--- config.mk ---
export PLATFORM = sky130hd
export DESIGN_NAME = bus_tenure_scheduler_flat
export DESIGN_NICKNAME = d
export VERILOG_FILES = /design/src/rtl/bus_tenure_scheduler_if.sv /design/src/rtl/bus_tenure_scheduler.sv /design/src/flat_wrapper.sv
export SDC_FILE = /design/constraint.sdc
export NUM_CORES = 1
export LEC_CHECK = 0
export CORE_ASPECT_RATIO = 0.6
export CORE_MARGIN = 1.5
export CORE_UTILIZATION = 60
export DETAILED_ROUTE_END_ITERATION = 8
export PLACE_DENSITY = 0.87
export SLEW_MARGIN = 30
export SYNTH_ARGS = -nofsm -noshare
export SYNTH_HDL_FRONTEND = slang
export SYNTH_SLANG_ARGS = --single-unit
--- constraint.sdc ---
create_clock -name clk100 -period 5.8 [get_ports clk100]
set_clock_uncertainty 0.1 [all_clocks]
set_input_delay 1.16 -clock clk100 [delete_from_list [all_inputs] [get_ports clk100]]
set_output_delay 1.16 -clock clk100 [all_outputs]
set_load 0.03 [all_outputs]
--- src/rtl/bus_tenure_scheduler_if.sv ---
// Handshake/bus bundle between the tenure scheduler and the Z3 slot masters.
// The scheduler connects through the slave modport. The master modport is the
// driving side and is used by whatever sources the requests.
interface bus_tenure_scheduler_if;
   logic       cpuclk_rising;
   logic [4:0] req;
   logic       sdmac_req;
   logic       release_done;
   logic [4:0] grant;
   logic       preempt;
   logic       timeout_err;
   logic [7:0] overrun_count;
   logic       busy;

   modport slave (
      input  cpuclk_rising, req, sdmac_req, release_done,
      output grant, preempt, timeout_err, overrun_count, busy
   );

   modport master (
      output cpuclk_rising, req, sdmac_req, release_done,
      input  grant, preempt, timeout_err, overrun_count, busy
   );
endinterface

--- src/rtl/bus_tenure_scheduler.sv ---
// Round-robin bus tenure scheduler for five Z3 slots with tenure-based
// preemption and a hard timeout that forces release of a stuck holder.
//
// state   | meaning
// --------+-----------------------------------------------------------------
// IDLE    | bus with CPU, waiting for a slot request while SDMAC is quiet
// GRANT   | one slot holds the bus, tenure counter running on cpuclk_rising
// PREEMPT | holder asked to finish, timeout counter running on cpuclk_rising
// RELEASE | grant removed, waiting for release_done before the next grant
module bus_tenure_scheduler #(
   parameter int unsigned TENURE_CYCLES = 64,
   parameter int unsigned HARD_TIMEOUT  = 32
) (
   input  logic                   clk100,
   input  logic                   reset,
   bus_tenure_scheduler_if.slave  bus
);

   localparam logic [7:0] TENURE_C = 8'(TENURE_CYCLES);
   localparam logic [7:0] HARD_C   = 8'(HARD_TIMEOUT);

   typedef enum logic [1:0] {
      IDLE    = 2'd0,
      GRANT   = 2'd1,
      PREEMPT = 2'd2,
      RELEASE = 2'd3
   } state_t;

   state_t     state_q;
   logic [4:0] grant_q;
   logic       preempt_q;
   logic       timeout_err_q;
   logic [7:0] overrun_q;
   logic       busy_q;
   logic [7:0] cnt_q;
   logic [2:0] last_holder_q;

   logic [2:0] winner_d;
   logic [2:0] idx;
   logic       found;
   logic       holder_req;
   logic       competing;

   // Round-robin pick: first requesting slot scanning upward from last_holder+1.
   always_comb begin
      winner_d = last_holder_q;
      found    = 1'b0;
      idx      = 3'd0;
      for (int i = 1; i <= 5; i++) begin
         idx = 3'((int'(last_holder_q) + i) % 5);
         if (!found && bus.req[idx]) begin
            winner_d = idx;
            found    = 1'b1;
         end
      end
   end

   // The holder is always last_holder, because it is updated on every grant.
   assign holder_req = bus.req[last_holder_q];
   assign competing  = (|(bus.req & ~grant_q)) | bus.sdmac_req;

   // Scheduler FSM. State and all outputs are registered here.
   always_ff @(posedge clk100 or posedge reset) begin
      if (reset) begin
         state_q       <= IDLE;
         grant_q       <= 5'b00000;
         preempt_q     <= 1'b0;
         timeout_err_q <= 1'b0;
         overrun_q     <= 8'd0;
         busy_q        <= 1'b0;
         cnt_q         <= 8'd0;
         last_holder_q <= 3'd4;
      end else begin
         timeout_err_q <= 1'b0;
         case (state_q)
            IDLE: begin
               if (!bus.sdmac_req && (|bus.req)) begin
                  grant_q       <= 5'(5'b00001 << winner_d);
                  last_holder_q <= winner_d;
                  cnt_q         <= 8'd0;
                  busy_q        <= 1'b1;
                  state_q       <= GRANT;
               end
            end
            GRANT: begin
               if (!holder_req) begin
                  grant_q <= 5'b00000;
                  state_q <= RELEASE;
               end else if ((cnt_q >= TENURE_C) && competing) begin
                  preempt_q <= 1'b1;
                  cnt_q     <= 8'd0;
                  state_q   <= PREEMPT;
               end else if (bus.cpuclk_rising && (cnt_q != 8'hFF)) begin
                  cnt_q <= cnt_q + 8'd1;
               end
            end
            PREEMPT: begin
               // A voluntary drop is tested first so that it wins a tie with the timeout.
               if (!holder_req) begin
                  grant_q   <= 5'b00000;
                  preempt_q <= 1'b0;
                  state_q   <= RELEASE;
               end else if (cnt_q >= HARD_C) begin
                  grant_q       <= 5'b00000;
                  preempt_q     <= 1'b0;
                  timeout_err_q <= 1'b1;
                  if (overrun_q != 8'hFF) overrun_q <= overrun_q + 8'd1;
                  state_q       <= RELEASE;
               end else if (bus.cpuclk_rising && (cnt_q != 8'hFF)) begin
                  cnt_q <= cnt_q + 8'd1;
               end
            end
            RELEASE: begin
               grant_q <= 5'b00000;
               if (bus.release_done) begin
                  busy_q  <= 1'b0;
                  state_q <= IDLE;
               end
            end
            default: begin
               state_q   <= IDLE;
               grant_q   <= 5'b00000;
               preempt_q <= 1'b0;
               busy_q    <= 1'b0;
            end
         endcase
      end
   end

   assign bus.grant         = grant_q;
   assign bus.preempt       = preempt_q;
   assign bus.timeout_err   = timeout_err_q;
   assign bus.overrun_count = overrun_q;
   assign bus.busy          = busy_q;

endmodule
--- src/flat_wrapper.sv ---
// flat-port wrapper written by rule: the top's interface ports become plain ports
module bus_tenure_scheduler_flat 
#(
   parameter int unsigned TENURE_CYCLES = 64,
   parameter int unsigned HARD_TIMEOUT  = 32
)
  (clk100, reset, bus_cpuclk_rising, bus_req, bus_sdmac_req, bus_release_done, bus_grant, bus_preempt, bus_timeout_err, bus_overrun_count, bus_busy);
  bus_tenure_scheduler_if bus_i ();
  input  logic clk100;
  input  logic reset;
  input wire logic [$bits(bus_i.cpuclk_rising)-1:0] bus_cpuclk_rising;
  input wire logic [$bits(bus_i.req)-1:0] bus_req;
  input wire logic [$bits(bus_i.sdmac_req)-1:0] bus_sdmac_req;
  input wire logic [$bits(bus_i.release_done)-1:0] bus_release_done;
  output wire logic [$bits(bus_i.grant)-1:0] bus_grant;
  output wire logic [$bits(bus_i.preempt)-1:0] bus_preempt;
  output wire logic [$bits(bus_i.timeout_err)-1:0] bus_timeout_err;
  output wire logic [$bits(bus_i.overrun_count)-1:0] bus_overrun_count;
  output wire logic [$bits(bus_i.busy)-1:0] bus_busy;
  assign bus_i.cpuclk_rising = bus_cpuclk_rising;
  assign bus_i.req = bus_req;
  assign bus_i.sdmac_req = bus_sdmac_req;
  assign bus_i.release_done = bus_release_done;
  assign bus_grant = bus_i.grant;
  assign bus_preempt = bus_i.preempt;
  assign bus_timeout_err = bus_i.timeout_err;
  assign bus_overrun_count = bus_i.overrun_count;
  assign bus_busy = bus_i.busy;
  bus_tenure_scheduler #(.TENURE_CYCLES(TENURE_CYCLES), .HARD_TIMEOUT(HARD_TIMEOUT)) u_core (.clk100(clk100), .reset(reset), .bus(bus_i));
endmodule
==> results of run 1 <==
-- state kept, by name (all words and copies together) (netlist names) --
| register | flops |
|---|---|
| u_core.bus.overrun_count | 8 |
| u_core.cnt_q | 8 |
| u_core.bus.grant | 5 |
| u_core.last_holder_q | 3 |
| u_core.state_q | 2 |
| u_core.bus.busy | 1 |
| u_core.bus.preempt | 1 |
| u_core.bus.timeout_err | 1 |
-- synth_stat cells (4+ instances only) --
master | instances | area, um2
a21o_1 | 4 | 30.0
a21oi_1 | 21 | 105
a22oi_1 | 4 | 30.0
a31oi_1 | 7 | 43.8
and2_1 | 8 | 50.1
and3_1 | 4 | 25.0
buf_2 | 7 | 35.0
clkbuf_1 | 8 | 30.0
dfrtp_1 | 28 | 701
ha_1 | 30 | 375
inv_1 | 34 | 128
mux2_2 | 4 | 45.0
mux2i_1 | 7 | 70.1
mux4_2 | 4 | 90.1
nand2_1 | 41 | 154
nand2b_1 | 7 | 43.8
nand3_1 | 14 | 70.1
nand4_1 | 4 | 25.0
nor2_1 | 30 | 113
nor3_1 | 8 | 40.0
nor4_1 | 8 | 50.1
o21a_1 | 6 | 45.0
o21ai_0 | 23 | 115
o221ai_1 | 5 | 43.8
o22ai_1 | 5 | 31.3
o2bb2ai_1 | 5 | 43.8
o31ai_1 | 4 | 30.0
or3_1 | 5 | 31.3
xnor2_1 | 14 | 123
xor2_1 | 5 | 43.8
-- stage by stage --
| step | instances | hold WS (ns) | setup slack [ns] |
|---|---|---|---|
| global route | 537 | 0.439 | 0.266 |
| floorplan | 438 | 0.400 | 1.04 |
| CTS | 537 | 0.415 | 0.662 |
| finish | 537 | 0.409 | 0.559 |
| global placement | 529 | 0.379 | 1.02 |
| detailed placement | 529 | 0.403 | 0.722 |
-- routing by layer --
layer | part of all wire, % | GRT usage, %
met1 | 47 | 49.9
met2 | 42 | 46.8
met3 | 9.2 | 6.55
met4 | 1.1 | 6.08
met5 | 0 | 0
-- layout make-up --
type	count	area (um2)	area share, %
Clock inverter	3	17.5	0.438
Clock buffer	5	68.8	1.72
Inverter	35	131	3.28
Tap cell	80	100	2.50
Sequential cell	29	727	18.2
Multi-Input combinational cell	355	2670	66.7
Timing Repair Buffer	30	288	7.19
-- cell usage in the layout (no fill, tap or decap), drive strengths merged, types with 3 or more instances in the layout --
| cell | instances |
|---|---|
| a21oi | 24 |
| o2bb2ai | 5 |
| a21boi | 3 |
| nand3b | 3 |
| clkdlybuf4s50 | 25 |
| o31ai | 4 |
| and2 | 10 |
| inv | 35 |
| mux4 | 4 |
| a211oi | 3 |
| a22oi | 4 |
| o21ai | 24 |
| nor3 | 9 |
| ha | 30 |
| nor4b | 3 |
| o41ai | 3 |
| nor3b | 3 |
| o22ai | 5 |
| a21o | 4 |
| xnor2 | 15 |
| nand2b | 7 |
| o21a | 6 |
| or3 | 5 |
| nand4 | 4 |
| o221ai | 5 |
| xor2 | 6 |
| nand3 | 15 |
| nand2 | 41 |
| a221o | 3 |
| and4 | 4 |
| a31oi | 7 |
| nor2 | 30 |
| buf | 5 |
| dfrtp | 28 |
| mux2i | 7 |
| and3 | 4 |
| clkbuf | 5 |
| o211ai | 3 |
| nor4 | 9 |
| mux2 | 5 |
-- cell families (layout without fill, tap and decap cells) --
| family | count (synthesis) | after routing |
|---|---|---|
| adders and majority gates | 30 | 30 |
| AOI/OAI and AO/OA | 129 | 129 |
| xor gates and xnor gates | 21 | 21 |
| and+or+nand+nor | 159 | 159 |
| DFF | 29 | 29 |
| muxes | 16 | 16 |
| buffers and inverters | 54 | 73 |
-- worst max-delay path by stage --
stage                                 start  slack [ns]  cells past startpoint                       to
global route        u_core.last_holder_q[1]        0.27                     17      u_core.bus.grant[0]
finish              u_core.last_holder_q[1]        0.56                     17  u_core.last_holder_q[1]
floorplan           u_core.last_holder_q[0]        1.04                     19  u_core.last_holder_q[1]
global placement    u_core.last_holder_q[1]        1.02                     18      u_core.bus.grant[4]
CTS                 u_core.last_holder_q[1]        0.66                     17      u_core.bus.grant[4]
detailed placement  u_core.last_holder_q[1]        0.72                     17      u_core.bus.grant[0]
==> flow_summary_export.csv, run 1 <==
group,metric,value,unit
worst_hold_path,hold_depth,1,
route,drc,0,
critical_path,cp_slowest_cell,"dfrtp_1",
sta,hold_viol,0,
grt,overflow,0,
floorplan,die_x,103,um
route,drt-initial-drc-count,396,
sta,fin_crit_sh,90.4,%
synth,postSynthCellCount,438,
synth,synthMuxAreaShare,6.08,%
placement,placed_cell_area,3920,um2
clock_tree,cts.clk_slew.worst_paths,0.07,ns
floorplan,rows,21,
floorplan,start_util,63.6,%
worst_hold_path,min_from,"u_core.bus.overrun_count[6]",
synth,synth.distinct_cells,92,
clock_tree,cts_buffers,5,
route,drt-total-wl,9690,um
synth,seq_area_frac_synth,20.1,%
clock_tree,numClockSinks,29,
clock_tree,cts_hold_buf,0,
cells_and_area,num-nets-final,496,
cells_and_area,utilization,70.2,%
critical_path,r2r-end,"u_core.last_holder_q[1]",
route,postRouteAntennaNets,0,
critical_path,crit_path_frequent_cell,"ha_1",
route,viasPerCell,6.57,
placement,hpwl,7260,um
cells_and_area,drive_above_1_share,11.2,%
route,first_pass_iters,5,
run_status,status,"complete, no violations",
synth,synthArstFlopShare,100,%
sta,rsz0062_at_grt,"no",
sta,drv_slew,0,
clock_tree,clk_latency,0.29,ns
critical_path,crit_family,"simple AND/OR/NAND/NOR gates",
cells_and_area,num_antenna_cells,0,
synth,synth_xor_area_share,5.80,%
floorplan,ios,26,
synth,synth_nets,478,
critical_path,crit_chain,"inv_1 > ha_1 > ha_1 > nor4b_1 > nor3_1 > xnor2_1 > ha_1 > nand2b_1 > nor2b_1 > a221oi_4 > or3b_1 > a211oi_1 > nor2_1 > a21oi_2 > o2bb2ai_1 > nand2_1 > mux2_2",
worst_hold_path,hold_class,"reg -> reg",
clock_tree,ctsLongestPathBuffers,2,
placement,place_congestion,0.979,
synth,synth-simple-area-share,23.9,%
clock_tree,postCtsResizedCells,0,
cells_and_area,fill_cells,458,
grt,grt_pass1_wl,16500,um
sta,relSlewSlack,54.6,%
critical_path,crit_type,"reg -> reg",
worst_hold_path,hold_path_end,"u_core.bus.overrun_count[6]",
placement,portBuffers,25,
cells_and_area,stdcell_area,4000,um2
critical_path,critPathCaptureType,"flop",
synth,ys_ff_latch,29,
synth,avgSynthCellArea,8.27,um2
critical_path,worst_r2r_path_depth,17,
flow_run,drv_cap,0,
grt,grt_max_degree,30,
clock_tree,htreeDepth,2,
synth,synth_edf_count,0,
sta,fmax,0.191,GHz
critical_path,path_max_fanout,14,
floorplan,die_area,6530,um2
sta,setup_tns,0,ns
synth,yosysWarnings,0,
floorplan,die_h,63.2,um
grt,track_usage,32.4,%
grt,grt_pass1_vias,3291,
synth,ys.flop_type,"dfrtp_1",
critical_path,startpoint_type,"flop",
synth,synth_adder_area_share,10.4,%
critical_path,cp.required,5.88,ns
route,num_vias,3526,
grt,grt_antenna_before_repair,0,
synth,synth_compound_area_share,27.6,%
clock_tree,cts_tree,"built",
synth,synth_top_family_by_area,"compound AO/OA/AOI/OAI gates",
clock_tree,clockRootBuffer,"clkbuf_8",
sta,max_slew.worst_pin.slew,0.675,ns
floorplan,core_area,5700,um2
critical_path,rrSetupSlack,0.56,ns
critical_path,cp_slowest_stage_delay,0.70,ns
critical_path,cp_data_arrival_time,5.32,ns
clock_tree,cts_setup_buffers,0,
cells_and_area,area_growth,10.5,%
critical_path,timing.rr.start,"u_core.last_holder_q[1]",
route,wl_per_cell,18.0,um
sta,fin_crit,5.24,ns
synth,syn_area,3620,um2
sta,setup_violations,0,
critical_path,crit_buf_inv,1,
Power of run 1 is left out: the tool's default activity adds up to more than one toggle a clock period on the data nets, which glitch-free logic cannot reach.
==> inputs of run 2 (changes only) <==
--- a/config.mk
+++ b/config.mk
@@ -9,6 +9,7 @@
 export CORE_MARGIN = 1.5
 export CORE_UTILIZATION = 60
 export DETAILED_ROUTE_END_ITERATION = 8
+export GPL_TIMING_DRIVEN = 0
 export PLACE_DENSITY = 0.87
 export SLEW_MARGIN = 30
 export SYNTH_ARGS = -nofsm -noshare
==> constraint.sdc (replaced) <==
create_clock -name clk100 -period 5.8 [get_ports clk100]
set_clock_uncertainty 0.1 [all_clocks]
set_input_delay 1.45 -clock clk100 [delete_from_list [all_inputs] [get_ports clk100]]
set_output_delay 1.45 -clock clk100 [all_outputs]
set_load 0.03 [all_outputs]
==> run 2 against run 1 <==
Compared with the run above:
- flip-flop and latch count stayed put
- die area stayed put
- global-route usage is 0.50 points higher
- maximum frequency is 3.8% lower
- critical path type unchanged
- highest routed layer unchanged
==> flow_summary_export.csv, run 2 (synthesis gave the netlist of run 1 again) <==
group,metric,value,unit
run_status,status,"complete, no violations",
route,drt-total-wl,10200,um
sta,rsz0062_at_grt,"no",
sta,setup_violations,0,
sta,fmax,0.184,GHz
critical_path,critPathCaptureType,"flop",
flow_run,drv_cap,0,
critical_path,crit_type,"reg -> reg",
sta,fin_crit,5.45,ns
placement,portBuffers,23,
clock_tree,clockRootBuffer,"clkbuf_8",
critical_path,cp_data_arrival_time,5.52,ns
clock_tree,postCtsResizedCells,2,
route,drt-initial-drc-count,436,
cells_and_area,utilization,71.5,%
cells_and_area,fill_cells,480,
floorplan,start_util,63.6,%
clock_tree,cts_tree,"built",
cells_and_area,multi_input_area,2700,um2
sta,hold_viol,0,
sta,max_slew.worst_pin.slew,0.764,ns
cells_and_area,num_antenna_cells,0,
route,postRouteAntennaNets,0,
route,viasPerCell,6.68,
placement,hpwl,7720,um
clock_tree,clk_latency,0.29,ns
clock_tree,numClockSinks,29,
floorplan,die_area,6530,um2
route,num_vias,3670,
clock_tree,cts_setup_buffers,0,
grt,track_usage,32.9,%
sta,drv_slew,0,
clock_tree,cts_buffers,5,
clock_tree,cts_hold_buf,0,
route,wl_per_cell,18.5,um
cells_and_area,seq_area,728,um2
critical_path,path_max_fanout,8,
floorplan,rows,21,
sta,relSlewSlack,48.6,%
floorplan,ios,26,
cells_and_area,area_growth,12.5,%
cells_and_area,drive_above_1_share,13.6,%
grt,overflow,0,
floorplan,die_x,103,um
cells_and_area,most-common-layout-cells,"41 x nand2_1, 33 x inv_1, 30 x nor2_1",
grt,grt_pass1_wl,16600,um
cells_and_area,num-nets-final,508,
clock_tree,htreeDepth,2,
sta,fin_crit_sh,93.9,%
grt,grt_max_degree,30,
grt,grt_antenna_before_repair,0,
route,drc,0,
grt,grt_pass1_vias,3379,
critical_path,startpoint_type,"flop",
critical_path,cp.required,5.87,ns
placement,place_congestion,0.976,
worst_hold_path,hold_class,"reg -> reg",
clock_tree,cts.clk_slew.worst_paths,0.07,ns
clock_tree,ctsLongestPathBuffers,2,
floorplan,die_h,63.2,um
floorplan,core_area,5700,um2
cells_and_area,mostFrequentLayoutCell,"nand2_1",
route,first_pass_iters,5,
-- run 2: cell types whose count changed in the layout (fill, tap and decap cells not counted), sizes merged --
cell,before,now
buf,5,11
clkbuf,5,13
clkdlybuf4s50,25,23
-- run 2: layout make-up --
| cell class | instances | area share (%) |
|---|---|---|
| Buffer | 19 | 2.42 |
| Clock buffer | 5 | 1.69 |
| Clock inverter | 3 | 0.430 |
| Inverter | 35 | 3.22 |
| Multi-Input combinational cell | 355 | 66.3 |
| Sequential cell | 29 | 17.9 |
| Tap cell | 80 | 2.45 |
| Timing Repair Buffer | 23 | 5.65 |
-- run 2: stage by stage --
stage | setup TNS (ns) | worst slack [ns] | hold slack, ns | area, um2 | std cells
4_1_cts | 0 | 0.0354 | 0.398 | 4040 | 549
3_5_place_dp | -0.777 | -0.188 | 0.389 | 3950 | 541
5_1_grt | 0 | 0.0280 | 0.429 | 4080 | 549
2_1_floorplan | 0 | 1.04 | 0.400 | 3620 | 438
6_report | 0 | 0.351 | 0.394 | 4080 | 549
3_3_place_gp | -0.0575 | -0.0392 | 0.382 | 3950 | 541
-- run 2: path summary, 6_finish.rpt --
kind,start,to,slack [ns],cells past startpoint
setup / recovery,u_core.last_holder_q[1],u_core.bus.grant[0],0.35,18
hold / removal,u_core.bus.overrun_count[7],u_core.bus.overrun_count[7],0.39,1
setup reg to reg,u_core.last_holder_q[1],u_core.bus.grant[0],0.35,18
hold reg to reg,u_core.bus.overrun_count[7],u_core.bus.overrun_count[7],0.39,1
max in group asynchronous,reset,u_core.last_holder_q[0],3.72,2
min in group asynchronous,reset,u_core.bus.overrun_count[6],1.45,2
-- run 2: critical path: stages (launching register included) --
cell       delay, ns
dfrtp_1         0.58
clkbuf_1        0.43
inv_1           0.26
ha_2            0.48
ha_1            0.28
nor4b_2         0.09
nor3_2          0.34
xnor2_2         0.19
ha_1            0.18
nand2b_1        0.17
nor2b_1         0.25
a221oi_4        0.12
or3b_1          0.40
a211oi_2        0.35
nor2_1          0.14
a21oi_2         0.17
o2bb2ai_1       0.20
nand2_1         0.18
o41ai_1         0.38
-- run 2: metal layers --
layer / global-route usage, % / routed length, um / vias to the layer above
li1: - / - / 1698
met1: 49.4 / 4420 / 1728
met2: 47.7 / 4310 / 225
met3: 7.77 / 1330 / 19
met4: 7.09 / 118 / 0
met5: 0 / 0 / -
Power of run 2 is left out for the same reason.
==> inputs of run 3 (changes only) <==
--- a/config.mk
+++ b/config.mk
@@ -5,12 +5,15 @@
 export SDC_FILE = /design/constraint.sdc
 export NUM_CORES = 1
 export LEC_CHECK = 0
+export CELL_PAD_IN_SITES_DETAIL_PLACEMENT = 0
+export CELL_PAD_IN_SITES_GLOBAL_PLACEMENT = 1
 export CORE_ASPECT_RATIO = 0.6
 export CORE_MARGIN = 1.5
-export CORE_UTILIZATION = 60
+export CORE_UTILIZATION = 46
 export DETAILED_ROUTE_END_ITERATION = 8
 export GPL_TIMING_DRIVEN = 0
-export PLACE_DENSITY = 0.87
+export PLACE_DENSITY = 0.88
+export SKIP_LAST_GASP = 1
 export SLEW_MARGIN = 30
 export SYNTH_ARGS = -nofsm -noshare
 export SYNTH_HDL_FRONTEND = slang
==> run 3 against run 2 <==
Compared with the run above:
- critical endpoint is now u_core.bus.grant[4]
- worst hold slack improved by 0.0097 ns
- critical path depth up 1
- routed wire length rose by 1.8%
- sequential share of layout area fell by 0.40 points
- clock-buffer cell count up 2
- worst setup slack worse by 0.030 ns
- maximum frequency decreased by 0.55%
- die area rose by 29%
- via count decreased by 2.8%
- cell area increased by 2.3%
- register-to-register slack worse by 0.03 ns
==> flow_summary_export.csv, run 3 (synthesis gave the netlist of run 1 again) <==
group,metric,value,unit
clock_tree,cts_tree,"built",
critical_path,crit_path_start,"u_core.last_holder_q[0]",
run_status,status,"complete, no violations",
cells_and_area,mostFrequentLayoutCell,"nand2_1",
sta,fin_crit_sh,94.5,%
clock_tree,clk_latency,0.28,ns
clock_tree,cts_buffers,5,
grt,grt_antenna_before_repair,0,
worst_hold_path,min_from,"u_core.bus.overrun_count[7]",
floorplan,die_area,8440,um2
grt,grt_pass1_wl,16900,um
floorplan,rows,24,
clock_tree,ctsLongestPathBuffers,2,
grt,track_usage,25.1,%
route,drt-total-wl,10400,um
floorplan,core_area,7450,um2
critical_path,cp_data_arrival_time,5.54,ns
critical_path,cp_slowest_cell,"dfrtp_2",
critical_path,crit_chain,"buf_2 > inv_1 > clkbuf_2 > ha_2 > ha_1 > nor4b_2 > nor3_2 > xnor2_1 > ha_1 > nand2b_1 > nor2b_1 > a221oi_4 > or3b_1 > a211oi_1 > nor2_1 > nor3_2 > nand2b_1 > and2_1 > o41ai_2",
floorplan,die_x,118,um
cells_and_area,num_antenna_cells,0,
route,first_pass_iters,5,
critical_path,timing.rr.start,"u_core.last_holder_q[0]",
clock_tree,htreeDepth,2,
critical_path,critPathCaptureType,"flop",
floorplan,start_util,48.7,%
grt,overflow,0,
clock_tree,numClockSinks,29,
route,drt-initial-drc-count,377,
sta,fin_crit,5.48,ns
placement,portBuffers,23,
clock_tree,clockRootBuffer,"clkbuf_16",
route,num_vias,3568,
flow_run,drv_cap,0,
sta,max_slew.worst_pin.slew,0.660,ns
route,postRouteAntennaNets,0,
sta,holdWs,0.404,ns
sta,setup_violations,0,
sta,fmax,0.183,GHz
sta,drv_slew,0,
worst_hold_path,hold_class,"reg -> reg",
cells_and_area,drive_above_1_share,13.4,%
sta,relSlewSlack,55.6,%
placement,place_congestion,0.928,
floorplan,ios,26,
clock_tree,cts.clk_slew.worst_paths,0.05,ns
cells_and_area,num-nets-final,509,
sta,hold_viol,0,
cells_and_area,utilization,56.0,%
floorplan,die_h,71.7,um
critical_path,path_max_fanout,12,
route,drc,0,
critical_path,cp.required,5.86,ns
critical_path,startpoint_type,"flop",
critical_path,crit_type,"reg -> reg",
route,viasPerCell,6.22,
placement,hpwl,8020,um
cells_and_area,area_growth,15.1,%
cells_and_area,most-common-layout-cells,"41 x nand2_1, 33 x inv_1, 30 x nor2_1",
critical_path,cp_slowest_stage_delay,0.49,ns
grt,grt_max_degree,30,
route,wl_per_cell,18.0,um
grt,grt_pass1_vias,3213,
## run 3: worst paths after layout
kind / end / slack (ns) / depth (start not counted)
min in group asynchronous: u_core.cnt_q[3] / 1.48 / 2
max reg2reg: u_core.bus.grant[4] / 0.32 / 19
max: u_core.bus.grant[4] / 0.32 / 19
max in group asynchronous: u_core.last_holder_q[0] / 3.68 / 2
min reg2reg: u_core.bus.overrun_count[7] / 0.40 / 1
min: u_core.bus.overrun_count[7] / 0.40 / 1
## run 3: cell type report
class / count / area, um2
plain buffers: 19 / 96.3
clock inverters: 1 / 5.00
inverters: 35 / 131
fillers: 690 / 3280
well taps: 104 / 130
repair buffers: 24 / 238
multi-input cells: 355 / 2690
clock buffers: 7 / 153
flip-flops and latches: 29 / 728
## run 3: stage by stage
| step | cell area, um2 | cells | worst slack [ns] | TNS, ns |
|---|---|---|---|---|
| floorplan | 3620 | 438 | 1.04 | 0 |
| global placement | 3980 | 565 | -0.0314 | -0.0774 |
| detailed placement | 3980 | 565 | -0.0375 | -0.0572 |
| CTS | 4140 | 573 | 0.135 | 0 |
| global route | 4170 | 574 | -0.0398 | -0.0841 |
| finish | 4170 | 574 | 0.321 | 0 |
## run 3: layer usage
| metal | global-route usage, % | part of all wire, % | up-vias |
|---|---|---|---|
| met5 | 0 | 0 | - |
| met4 | 2.44 | 0.28 | 0 |
| met3 | 5.97 | 9.7 | 6 |
| met2 | 34.4 | 39 | 143 |
| met1 | 40.4 | 51 | 1719 |
| li1 | - | - | 1700 |
## run 3: critical path: cells and delay by family (launching register included)
kind,cells,cell delay (ns)
simple gates,9,1.89
flops,1,0.49
fa+ha+maj,3,0.88
xor+xnor,1,0.33
compound gates,3,0.78
buf+inv,3,0.87
## run 3: what timing repair did
| item | CTS | global route |
|---|---|---|
| hold buffers | 0 | 0 |
| setup endpoints to repair | 2 | 8 |
| buffers inserted | 0 | 1 |
| pin swaps | 0 | 1 |
| gates resized for setup | 1 | 5 |
Power of run 3 is left out for the same reason.
